<file path="src/rtl/dds_sweep_ctrl_pkg.sv">
// Shared definitions for the dds sweep sequencer: default widths and FSM state encoding.
package dds_sweep_ctrl_pkg;

  localparam int M_WIDTH_DEF     = 40;
  localparam int DWELL_WIDTH_DEF = 24;

  typedef enum logic {
    ST_IDLE = 1'b0,
    ST_TONE = 1'b1
  } sweep_state_e;

endpackage

</file>
<file path="src/rtl/dds_sweep_ctrl_dwell_timer.sv">
// Loadable dwell down-counter; expire is high in the last cycle of a D-cycle interval.
module dwell_timer #(
  parameter int DWELL_WIDTH = 24
) (
  input  logic                   clk,
  input  logic                   rst,
  input  logic                   load,
  input  logic [DWELL_WIDTH-1:0] value,
  output logic                   expire
);

  logic [DWELL_WIDTH-1:0] cnt_q, cnt_d;

  // Count saturates at 0 so an unreloaded timer expires exactly once.
  always_comb begin
    cnt_d = cnt_q;
    if (load) begin
      cnt_d = (value == '0) ? DWELL_WIDTH'(1) : value;
    end else if (cnt_q != '0) begin
      cnt_d = cnt_q - DWELL_WIDTH'(1);
    end
  end

  always_ff @(posedge clk) begin
    if (rst) cnt_q <= '0;
    else     cnt_q <= cnt_d;
  end

  assign expire = (cnt_q == DWELL_WIDTH'(1));

endmodule

</file>
<file path="src/rtl/dds_sweep_ctrl.sv">
// Sweep sequencer for the dds core: steps m from start to stop with a fixed dwell per tone.
// Handshake: go/abort are single-cycle request pulses with no ready; set is a one-cycle strobe.
module dds_sweep_ctrl
  import dds_sweep_ctrl_pkg::*;
#(
  parameter int M_WIDTH     = M_WIDTH_DEF,
  parameter int DWELL_WIDTH = DWELL_WIDTH_DEF
) (
  input  logic                   clk,
  input  logic                   rst,
  input  logic [M_WIDTH-1:0]     cfg_start,
  input  logic [M_WIDTH-1:0]     cfg_stop,
  input  logic [M_WIDTH-1:0]     cfg_step,
  input  logic [DWELL_WIDTH-1:0] cfg_dwell,
  input  logic                   cfg_repeat,
  input  logic                   go,
  input  logic                   abort,
  output logic                   en,
  output logic [M_WIDTH-1:0]     m,
  output logic                   set,
  output logic                   busy,
  output logic                   done,
  output logic                   err,
  output sweep_state_e           dbg_state
);

  sweep_state_e           state_q, state_d;
  logic [M_WIDTH-1:0]     m_q, m_d;
  logic                   en_q, en_d, set_q, set_d, busy_q, busy_d;
  logic                   done_q, done_d, err_q, err_d;
  logic [M_WIDTH-1:0]     start_q, start_d, stop_q, stop_d, step_q, step_d;
  logic [DWELL_WIDTH-1:0] dwell_q, dwell_d;
  logic                   repeat_q, repeat_d;

  logic                   tmr_load, tmr_expire;
  logic [DWELL_WIDTH-1:0] tmr_value;
  logic [M_WIDTH:0]       sum;
  logic                   end_of_pass;

  // Extra bit catches wrap past 2^M_WIDTH, which must end the pass.
  assign sum         = {1'b0, m_q} + {1'b0, step_q};
  assign end_of_pass = sum[M_WIDTH] | (sum[M_WIDTH-1:0] > stop_q);

  dwell_timer #(.DWELL_WIDTH(DWELL_WIDTH)) u_dwell_timer (
    .clk    (clk),
    .rst    (rst),
    .load   (tmr_load),
    .value  (tmr_value),
    .expire (tmr_expire)
  );

  always_comb begin
    state_d   = state_q;
    m_d       = m_q;
    en_d      = en_q;
    busy_d    = busy_q;
    set_d     = 1'b0;
    done_d    = 1'b0;
    err_d     = 1'b0;
    start_d   = start_q;
    stop_d    = stop_q;
    step_d    = step_q;
    dwell_d   = dwell_q;
    repeat_d  = repeat_q;
    tmr_load  = 1'b0;
    tmr_value = dwell_q;
    if (abort) begin
      state_d = ST_IDLE;
      en_d    = 1'b0;
      busy_d  = 1'b0;
    end else begin
      case (state_q)
        ST_IDLE: begin
          if (go) begin
            if (cfg_start <= cfg_stop) begin
              start_d   = cfg_start;
              stop_d    = cfg_stop;
              step_d    = cfg_step;
              dwell_d   = cfg_dwell;
              repeat_d  = cfg_repeat;
              m_d       = cfg_start;
              set_d     = 1'b1;
              en_d      = 1'b1;
              busy_d    = 1'b1;
              tmr_load  = 1'b1;
              tmr_value = cfg_dwell;
              state_d   = ST_TONE;
            end else begin
              err_d = 1'b1;
            end
          end
        end
        ST_TONE: begin
          // A zero step parks on the first tone: the timer is left to run out.
          if (tmr_expire && (step_q != '0)) begin
            if (!end_of_pass) begin
              m_d      = sum[M_WIDTH-1:0];
              set_d    = 1'b1;
              tmr_load = 1'b1;
            end else if (repeat_q) begin
              m_d      = start_q;
              set_d    = 1'b1;
              tmr_load = 1'b1;
            end else begin
              en_d    = 1'b0;
              busy_d  = 1'b0;
              done_d  = 1'b1;
              state_d = ST_IDLE;
            end
          end
        end
        default: state_d = ST_IDLE;
      endcase
    end
  end

  always_ff @(posedge clk) begin
    if (rst) begin
      state_q  <= ST_IDLE;
      m_q      <= '0;
      en_q     <= 1'b0;
      set_q    <= 1'b0;
      busy_q   <= 1'b0;
      done_q   <= 1'b0;
      err_q    <= 1'b0;
      start_q  <= '0;
      stop_q   <= '0;
      step_q   <= '0;
      dwell_q  <= '0;
      repeat_q <= 1'b0;
    end else begin
      state_q  <= state_d;
      m_q      <= m_d;
      en_q     <= en_d;
      set_q    <= set_d;
      busy_q   <= busy_d;
      done_q   <= done_d;
      err_q    <= err_d;
      start_q  <= start_d;
      stop_q   <= stop_d;
      step_q   <= step_d;
      dwell_q  <= dwell_d;
      repeat_q <= repeat_d;
    end
  end

  assign en        = en_q;
  assign m         = m_q;
  assign set       = set_q;
  assign busy      = busy_q;
  assign done      = done_q;
  assign err       = err_q;
  assign dbg_state = state_q;

endmodule
</file>
<file path="config.mk">
export PLATFORM = sky130hd
export DESIGN_NAME = dds_sweep_ctrl
export DESIGN_NICKNAME = d
export VERILOG_FILES = /design/src/rtl/dds_sweep_ctrl_pkg.sv /design/src/rtl/dds_sweep_ctrl_dwell_timer.sv /design/src/rtl/dds_sweep_ctrl.sv
export SDC_FILE = /design/constraint.sdc
export NUM_CORES = 1
export LEC_CHECK = 0
export ABC_CLOCK_PERIOD_IN_PS = 6800
export CORE_UTILIZATION = 57
export CTS_BUF_LIST = sky130_fd_sc_hd__clkbuf_8
export CTS_CLUSTER_DIAMETER = 30
export CTS_CLUSTER_SIZE = 14
export DETAILED_ROUTE_END_ITERATION = 7
export PLACE_DENSITY = 0.92
export REMOVE_ABC_BUFFERS = 1
export SLEW_MARGIN = 20
export SYNTH_ARGS = -nofsm -noshare
export SYNTH_HDL_FRONTEND = slang
export SYNTH_SLANG_ARGS = --single-unit
</file>
<file path="constraint.sdc">
create_clock -name clk -period 6.8 [get_ports clk]
set_input_delay 1.02 -clock clk [delete_from_list [all_inputs] [get_ports clk]]
set_output_delay 1.02 -clock clk [all_outputs]
set_load 0.05 [all_outputs]
</file>
# Word-level counts from Yosys, hierarchy flattened
# Cells that the tools add are included.
dict set report word_totals {
  ff_bits 214
  latch_bits 0
  ram_bits 0
  rom_bits 0
  inputBits 149
  output_inout_bits 46
  wordCells 70
  mem_count 0
}
dict set report classes {
  add_sub_neg 2
  mul 0
  div_mod_pow 0
  order_cmp 2
  n_eq_ne 7
  shifts 0
  mux 30
  bitwise 6
  n_reduce_logical 11
}
# op count
set op_table {}
lappend op_table {{40-bit two-way mux} 5}
lappend op_table {{24-bit two-way mux} 7}
lappend op_table {{40-bit case mux with 2 select lines} 1}
lappend op_table {{40-bit by 40-bit adder with 41-bit output} 1}
lappend op_table {{40-bit > comparator} 1}
lappend op_table {{40-bit less-or-equal comparator} 1}
lappend op_table {{40-bit nonzero test} 1}
lappend op_table {{24-bit by 1-bit == test with 1-bit output, second input constant} 1}
lappend op_table {{24-bit logical NOT} 1}
lappend op_table {{24-bit nonzero test} 1}
lappend op_table {{24-bit by 1-bit subtractor with 24-bit output, second input constant} 1}
lappend op_table {{1-bit two-way mux} 14}
lappend op_table {{5-bit AND reduction} 2}
lappend op_table {{2-bit inequality test, second input constant} 3}
lappend op_table {{1-bit case mux with 2 select lines} 3}
lappend op_table {{1-bit NOT} 5}
lappend op_table {{5-bit OR reduction} 1}
lappend op_table {{2-bit by 1-bit inequality test with 1-bit output, second input constant} 2}
lappend op_table {{4-bit AND reduction} 1}
lappend op_table {{4-bit OR reduction} 1}
lappend op_table {{3-bit inequality test, second input constant} 1}
lappend op_table {{2-bit nonzero test} 1}
lappend op_table {{2-bit OR reduction} 1}
lappend op_table {{1-bit logical AND} 1}
lappend op_table {{1-bit bitwise OR} 1}

# Longest topological paths before layout
# Gate-level depths: netlist (run 1).
dict set report logic_depth {
  depth_word 8
  depth_mapped 25
}

# Cells and area by module
# From an unflattened synthesis (run 1), not the netlist that was laid out.
dict set report unflattened {
  cells_unflattened 1769
  hier_area_um2 13259.0
}
# mod n_inst cells_each area_per_inst_um2 seq_area_each_um2
set by_module_without_submodules {}
lappend by_module_without_submodules {dds_sweep_ctrl 1 1565 11656.2 3803.6}
lappend by_module_without_submodules {dwell_timer 1 204 1602.8 480.5}

# Least setup slack after synthesis (run 1)
# No wires, ideal clock.
dict set report synth_timing {
  path_type {reg2reg}
  startpoint {register m_q[0] (netlist: m[0])}
  endpoint {register u_dwell_timer.cnt_q[10]}
  setup_ps 75
  arrival_time_ps 5116
  required_ps 6725
  slack_ps 1610
  stages_incl_launch_ff 24
  period_less_slack_ps 5190
  cell_sequence {dfxtp_1 -> ha_1 -> inv_1 -> fa_1 -> nor2b_1 -> o31a_1 -> o211a_1 -> o21ai_0 -> nand2b_1 -> a21oi_1 -> o31a_1 -> xnor2_1 -> ha_1 -> nand4_1 -> or4_1 -> nor4_1 -> mux2i_1 -> o22ai_2 -> nor2_1 -> or2_2 -> a211o_1 -> buf_6 -> buf_6 -> o22ai_1}
}
dict set report synth_via {
  elab_chain_len 8
  word_cells_on_any_way 9
  cone_classes {1 x add/sub; 1 x order compare; 5 x mux; 1 x bitwise; 1 x reduce/logical}
}
# item line
set synth_lines {}
lappend synth_lines {{start, declared} dds_sweep_ctrl.sv:28} ;# logic [M_WIDTH-1:0] m_q, m_d;
lappend synth_lines {{start signal, assigned} dds_sweep_ctrl.sv:133} ;# m_q <= m_d;
lappend synth_lines {{40-bit by 40-bit adder with 41-bit output *} dds_sweep_ctrl.sv:41} ;# assign sum = {1'b0, m_q} + {1'b0, step_q};
lappend synth_lines {{40-bit > comparator} dds_sweep_ctrl.sv:42} ;# assign end_of_pass = sum[M_WIDTH] | (sum[M_WIDTH-1:0] > stop_q);
lappend synth_lines {{1-bit bitwise OR *} dds_sweep_ctrl.sv:42}
lappend synth_lines {{1-bit two-way mux *} dds_sweep_ctrl.sv:96} ;# if (!end_of_pass) begin
lappend synth_lines {{1-bit two-way mux *} dds_sweep_ctrl.sv:95} ;# if (tmr_expire && (step_q != '0)) begin
lappend synth_lines {{1-bit case mux with 2 select lines *} dds_sweep_ctrl.sv:72} ;# case (state_q)
lappend synth_lines {{1-bit two-way mux *} n/a}
lappend synth_lines {{24-bit two-way mux / 2-bit nonzero test (equally long branches)} n/a}
lappend synth_lines {{end signal, assigned} dds_sweep_ctrl_dwell_timer.sv:26} ;# else cnt_q <= cnt_d;
lappend synth_lines {{end, declared} dds_sweep_ctrl_dwell_timer.sv:12} ;# logic [DWELL_WIDTH-1:0] cnt_q, cnt_d;
# Mark *: on every way between the ends. The rest lies on a longest branch, timed or not.
# A chain may end at the register's enable or synchronous reset.

# Worst setup path after layout (run 1)
dict set report layout_timing {
  startpoint {register m_q[9] (netlist: m[9])}
  endpoint {register m_q[29] (netlist: m[29])}
}
dict set report layout_via {
  elab_chain_len 6
  word_cells_on_any_way 8
  cone_classes {1 x add/sub; 1 x order compare; 1 x eq/ne; 3 x mux; 1 x bitwise; 1 x reduce/logical}
}
# item line
set layout_lines {}
lappend layout_lines {{40-bit by 40-bit adder with 41-bit output *} dds_sweep_ctrl.sv:41}
lappend layout_lines {{40-bit > comparator} dds_sweep_ctrl.sv:42}
lappend layout_lines {{1-bit bitwise OR} dds_sweep_ctrl.sv:42}
lappend layout_lines {{40-bit two-way mux} dds_sweep_ctrl.sv:96}
lappend layout_lines {{40-bit two-way mux} dds_sweep_ctrl.sv:95}
lappend layout_lines {{40-bit case mux with 2 select lines} dds_sweep_ctrl.sv:72}
# Mark *: on every way between the ends. The rest lies on a longest branch, timed or not. The select of a mux whose other input is x is not followed.

==> results of run 1 <==
state kept, by name, indices dropped and copies added, names as in the netlist, 24 cells and up:
name	cells
step_q	40
start_q	40
m	40
stop_q	40
u_dwell_timer.cnt_q	24
dwell_q	24
power breakdown:
group | switching, mW | total [mW] | internal, mW
Sequential | 0.114 | 1.49 | 1.37
Clock | 0.646 | 1.70 | 1.05
Combinational | 0.824 | 1.41 | 0.583
Total | 1.58 | 4.59 | 3.01
worst max-delay path by stage:
stage                        endpoint  cells after the start         start  slack, ps
6_report                        m[29]                     21          m[9]        730
5_1_grt                         m[29]                     21          m[9]        400
4_1_cts                         m[29]                     21          m[9]        890
3_5_place_dp   u_dwell_timer.cnt_q[1]                     20          m[9]        870
3_3_place_gp   u_dwell_timer.cnt_q[1]                     19          m[9]       1070
2_1_floorplan  u_dwell_timer.cnt_q[0]                     12  cfg_stop[30]        350
synth_stat cells, types with 9 or more instances:
cell	number	area (um^2)
nor2_1	88	330
a31oi_1	14	87.6
mux2i_1	56	561
and2_1	9	56.3
nand3_1	26	130
nand4_1	25	156
xnor2_1	40	350
nor3_1	20	100
buf_2	25	125
dfxtp_1	214	4280
xor2_1	14	123
clkbuf_1	46	173
inv_1	101	379
nand2b_1	11	68.8
o22ai_1	21	131
a22o_1	27	236
nand2_1	303	1140
nor4_1	32	200
ha_1	122	1530
o21ai_0	48	240
a21o_1	24	180
a21oi_1	220	1100
a211oi_1	12	90.1
through the flow:
| stage | setup WS (ps) | total power, mW | util | instances |
|---|---|---|---|---|
| 2_1_floorplan | 346 | 2.44 | - | 1541 |
| 3_3_place_gp | 1070 | 2.82 | 0.677 | 2026 |
| 3_5_place_dp | 869 | 2.87 | 0.677 | 2026 |
| 4_1_cts | 894 | 4.57 | 0.730 | 2113 |
| 5_1_grt | 397 | 4.78 | 0.730 | 2113 |
| 6_report | 730 | 4.59 | 0.730 | 2113 |
critical path: cells and delay by family, from the launching register on:
kind | cells | cell delay [ps]
AO/OA/AOI/OAI | 10 | 2520
XOR/XNOR | 1 | 100
adder cells (fa/ha/maj) | 2 | 690
buffers and inverters | 1 | 500
flip-flops | 1 | 340
multiplexers | 1 | 140
AND/OR/NAND/NOR | 6 | 1680
per-layer routing:
metal,vias up,part of all wire,GRT usage
li1,6072,-,-
met1,6017,0.41,0.410
met2,626,0.47,0.562
met3,126,0.084,0.0559
met4,0,0.039,0.148
met5,-,0,0
cells in the final DEF (no fill, tap or decap), drive strengths merged, types with 6 or more instances in the layout:
cell           instances
nand2                304
a21oi                221
dfxtp                214
clkdlybuf4s50        193
ha                   122
inv                  111
nor2                  88
mux2i                 56
clkbuf                54
o21ai                 54
xnor2                 40
nor4                  34
a22o                  27
nand3                 26
nand4                 25
a21o                  24
o22ai                 22
nor3                  22
xor2                  14
a31oi                 14
a211oi                12
buf                   12
nand2b                11
clkinv                11
and2                   9
or2                    9
bufinv                 8
and4                   6
o21a                   6
nor2b                  6
a211o                  6
mux2                   6
cells by family (layout without fill, tap and decap cells):
family,after synthesis,in the layout
DFF,214,214
muxes,62,62
adders and majority gates,123,123
and+or+nand+nor,554,554
xor gates and xnor gates,54,54
AOI/OAI and AO/OA,432,432
buffers and inverters,182,394
cell type report:
class	instances	area, um^2	area share
multi-input cells	1225	7760	0.486
flip-flops and latches	214	4290	0.268
repair buffers	205	2050	0.128
clock buffers	54	743	0.0465
clock inverters	33	403	0.0252
inverters	102	383	0.0240
well taps	280	350	0.0219
==> flow_summary_export.csv, run 1 <==
group,metric,value,unit
detailed_routing,postRouteAntennaNets,0,
critical_path,cp_cell_sequence,"ha_1, a21oi_1, o21ai_0, a311o_1, o21ai_0, nand2b_1, a21oi_1, o31a_1, xnor2_1, ha_1, nand4_1, or4_1, nor4_1, mux2i_1, o22ai_2, nor2_1, or2_2, a211o_1, inv_2, o21ai_1, o21ai_1",
timing,rsz0062_at_grt,"false",
clock_tree,htreeDepth,2,
yosys,synthXorXnorAreaFrac,0.0370,
die,io_pins,195,
detailed_routing,drc,0,
clock_tree,clkLatencyLatePin,590,ps
clock_tree,cts_tree,"built",
yosys,ys_seq_elements,214,
critical_path,reg2reg_from,"m[9]",
timing,final.period_utilization,0.893,
yosys,synthMuxAreaShare,0.0491,
yosys,synth_adder_area_share,0.121,
detailed_routing,wl_per_cell,18.7,um
finish,nFillCells,1583,
finish,area_growth,24.9,%
run,cap_violations,0,
timing,maxSlewHeadroom,0.356,
detailed_routing,drtIter0Drc,1042,
yosys,syn_inst,1621,
timing,max_freq,165,MHz
timing,tightest_slew,966,ps
critical_path,r2r_end,"m[29]",
place,hpwlAfterDp,28.6,mm
die,die_w,152,um
timing,fin_crit,6070,ps
critical_path,cp_data_arrival_time,6550,ps
outcome,status,"finished, final reports clean",
die,start_util,0.584,
power,ir_worst_vdd,0.237,mV
detailed_routing,via_per_inst,6.08,
yosys,yosys_warnings,0,
global_route,first_global_vias,12500,
yosys,synth_cell_types,69,
clock_tree,cts_resized,0,
yosys,ys.flop_type,"dfxtp_1",
finish,diodes,0,
hold_path,min_from,"start_q[27]",
clock_tree,cts-root-buf,"clkbuf_8",
critical_path,ff2ff_path_depth,21,
finish,design_area,16000,um^2
power,p_per_area,287,nW/um^2
place,gp_congestion,0.913,
yosys,syn_avg_cell_area,7.89,um^2
yosys,synth_top_family_by_area,"compound AO/OA/AOI/OAI gates",
finish,final_nets,2068,
yosys,synth.yosys.seq_area_share,0.335,
critical_path,path_class,"flip-flop to flip-flop",
timing,setup_tns,0,ps
yosys,synth-simple-area-share,0.194,
finish,layout-drive-gt1-share,0.0644,
global_route,grt_usage,0.331,
clock_tree,cts_setup_buffers,0,
critical_path,end_kind,"flip-flop",
critical_path,crit_path_max_fanout,30,
yosys,synth_edf_count,0,
critical_path,ff2ff_setup_slack,730,ps
yosys,synth_compound_area_frac,0.205,
timing,hold_ws,456,ps
critical_path,crit_slowest_cell,"or4_1",
clock_tree,clockBufferDepth,3,
die,dieArea,23000,um^2
global_route,grt_antenna_before_repair,0,
global_route,grt-ovfl-total,0,
hold_path,hold_end,"start_q[27]",
critical_path,worstPathRequired,7280,ps
clock_tree,cts_sinks,214,
hold_path,hold_class,"flip-flop to flip-flop",
hold_path,min_path_cells,2,
timing,maxSlewViolCount,0,
clock_tree,cts_buffers,48,
detailed_routing,firstDrtPassIters,5,
yosys,syn-cell-area,12800,um^2
clock_tree,clkTransAtPathRegs,60,ps
place,postPlaceCellArea,14800,um^2
die,coreArea,21900,um^2
power,power_leakage,6.68,nW
detailed_routing,wl,39.4,mm
detailed_routing,vias,12800,
timing,hold_viol,0,
die,die_h,152,um
place,numPortBuffers,194,
timing,final-setup-viol-count,0,
die,rows,54,
global_route,grt_pass1_wl,62.5,mm
clock_tree,hold_buffers,0,
global_route,grt_max_degree,80,
timing,finClkSkew,50.9,ps
yosys,async_reset_ff_frac,0,
critical_path,worstSetupStartpointType,"flip-flop",
critical_path,crit_path_max_incr_delay,610,ps
Note: power is estimated with default switching activity, not from simulation.
==> run 2, diff against run 1 <==
Settings changed: ABC_AREA set to 1, PLACE_DENSITY 0.92 to 0.91.
==> flow_summary_export.csv, run 2 <==
group,metric,value,unit
timing,hold_ws,452,ps
die,rows,56,
global_route,grt_max_degree,129,
clock_tree,clkTransAtPathRegs,60,ps
yosys,syn-cell-area,13600,um^2
critical_path,ff2ff_setup_slack,940,ps
critical_path,cp_top_family,"simple AND/OR/NAND/NOR gates",
die,io_pins,195,
yosys,netlist_top_cells_count,"a21oi_1 (348), inv_1 (312), nand2_1 (275)",
timing,final-setup-viol-count,0,
finish,area_growth,23.6,%
timing,finClkSkew,33.8,ps
critical_path,reg2reg_from,"m[2]",
hold_path,min_from,"start_q[10]",
critical_path,ff2ff_path_depth,26,
place,numPortBuffers,194,
finish,layout_common_cells,"a21oi_1 (348), inv_1 (312), nand2_1 (275), o21ai_0 (242), dfxtp_1 (214)",
detailed_routing,via_per_inst,5.71,
clock_tree,cts_resized,0,
yosys,synth_edf_count,0,
place,gp_congestion,0.964,
yosys,syn_inst,1970,
hold_path,hold_class,"flip-flop to flip-flop",
detailed_routing,postRouteAntennaNets,0,
timing,setup_tns,0,ps
timing,maxSlewViolCount,0,
die,coreArea,23400,um^2
place,hpwlAfterDp,30.1,mm
timing,fin_crit,5860,ps
critical_path,worst-path-buf-inv,2,
global_route,grt_antenna_before_repair,0,
yosys,ys.flop_type,"dfxtp_1",
die,die_w,156,um
hold_path,min_path_cells,2,
yosys,synth.yosys.seq_area_share,0.316,
outcome,status,"finished, final reports clean",
global_route,grt_pass1_wl,66.2,mm
clock_tree,clockBufferDepth,3,
detailed_routing,wl,41.2,mm
yosys,ys_seq_elements,214,
timing,hold_viol,0,
yosys,synth_cell_types,50,
clock_tree,cts_tree,"built",
global_route,grt_usage,0.335,
critical_path,crit_path_max_incr_delay,840,ps
clock_tree,cts_buffers,44,
finish,final_nets,2404,
timing,max_freq,171,MHz
yosys,yosys_warnings,0,
die,dieArea,24400,um^2
die,die_h,156,um
die,start_util,0.579,
yosys,synthTopCellsByArea,"dfxtp_1 (32%), a21oi_1 (13%), ha_1 (11%), o21ai_0 (8.9%), inv_1 (8.6%)",
finish,finish.utilization,0.716,
timing,rsz0062_at_grt,"false",
detailed_routing,firstDrtPassIters,6,
detailed_routing,drtIter0Drc,1184,
yosys,syn_avg_cell_area,6.88,um^2
yosys,synth_top_area_cell,"dfxtp_1",
detailed_routing,vias,14200,
yosys,synth_most_common_cell,"a21oi_1",
finish,layout_commonest_cell,"a21oi_1",
power,ir_worst_vdd,0.185,mV
yosys,synth_top_cell_area_share,0.316,
detailed_routing,drc,0,
critical_path,crit_path_max_fanout,67,
global_route,first_global_vias,13800,
finish,diodes,0,
clock_tree,cts_setup_buffers,0,
timing,final.period_utilization,0.861,
clock_tree,cts-root-buf,"clkbuf_8",
critical_path,r2r_end,"m[27]",
critical_path,path_class,"flip-flop to flip-flop",
clock_tree,clkLatencyLatePin,570,ps
critical_path,end_kind,"flip-flop",
power,p_per_area,282,nW/um^2
timing,tightest_slew,1050,ps
critical_path,worstPathRequired,7220,ps
timing,maxSlewHeadroom,0.301,
clock_tree,htreeDepth,2,
power,power_leakage,7.47,nW
hold_path,hold_end,"start_q[10]",
finish,layout-drive-gt1-share,0.0549,
critical_path,cp_data_arrival_time,6270,ps
global_route,grt-ovfl-total,0,
clock_tree,cts_sinks,214,
critical_path,worstSetupStartpointType,"flip-flop",
yosys,async_reset_ff_frac,0,
critical_path,crit_slowest_cell,"clkinv_2",
clock_tree,hold_buffers,0,
run,cap_violations,0,
critical_path,path_common_cell,"nand2_1",
detailed_routing,wl_per_cell,16.6,um
[run 2: cell count changes in the layout (fill, tap and decap cells not counted), moves of 15 or more]
cell and change:
inv_1 +204, xor2_1 +19, nand3_1 +15, mux2i_1 -56, nor4_1 -21, a21oi_1 +128
a21o_1 -16, nor2_1 +28, o21ai_0 +194, a22o_1 -27, o22ai_1 -21, xnor2_1 -25
nand2_1 -28
[run 2: worst max-delay path by stage]
stage               slack, ps  depth (start not counted)     to  startpoint
floorplan                1410                         27  m[39]        m[0]
global route              620                         28  m[27]        m[2]
global placement         1380                         26  m[39]        m[2]
CTS                      1230                         25  m[27]        m[2]
finish                    940                         26  m[27]        m[2]
detailed placement       1250                         28  m[39]        m[2]
[run 2: layout make-up]
type	count	area, um^2
Sequential cell	214	4280
Clock buffer	47	647
Tap cell	319	399
Timing Repair Buffer	205	2050
Inverter	315	1180
Fill cell	1889	6650
Multi-Input combinational cell	1352	7690
Clock inverter	33	505
[run 2: routing by layer]
metal	up-vias	wire [um]	global-route usage
li1	6905	-	-
met2	658	19700	0.582
met1	6524	17000	0.415
met3	114	3030	0.0457
met4	0	1490	0.142
met5	-	0	0
[run 2: cells by family (layout without fill, tap and decap cells)]
family / count (synthesis) / count (layout) / share of synthesized area
compound gates: 661 / 661 / 0.255
xor+xnor: 48 / 48 / 0.0310
fa+ha+maj: 123 / 123 / 0.114
buf+inv: 404 / 600 / 0.117
flops: 214 / 214 / 0.316
simple gates: 520 / 520 / 0.166
[run 2: stage by stage]
step	setup slack (ps)	cells	power (mW)	instance area [um^2]
floorplan	1410	1881	2.48	13200
global placement	1380	2405	2.92	15600
detailed placement	1250	2405	2.96	15600
CTS	1230	2485	4.71	16800
global route	621	2485	4.97	16800
finish	945	2485	4.73	16800
[run 2: worst register-to-register path, stage by stage, from the launching register on]
cell and delay [ps]:
dfxtp_1 330, ha_1 350, a21oi_1 150, nand2_1 100, a21oi_1 390, o21ai_2 180
nand2_1 100, nand2_1 100, a21oi_1 290, nand3b_1 160, nand2_1 130, xor2_1 200
inv_1 70, ha_1 300, nand2_1 80, nor2_1 160, nand4_1 160, nor2_1 150
nand4_1 110, nand3_1 120, nand2_1 60, nand2_2 70, nand2_1 80, nand3_4 310
clkinv_2 850, o21ai_0 670, a21oi_1 80
[run 2: where the power goes]
part           switching, mW  internal (mW)
logic                  0.942          0.535
registers              0.111           1.40
clock network          0.652           1.09
total                   1.71           3.02
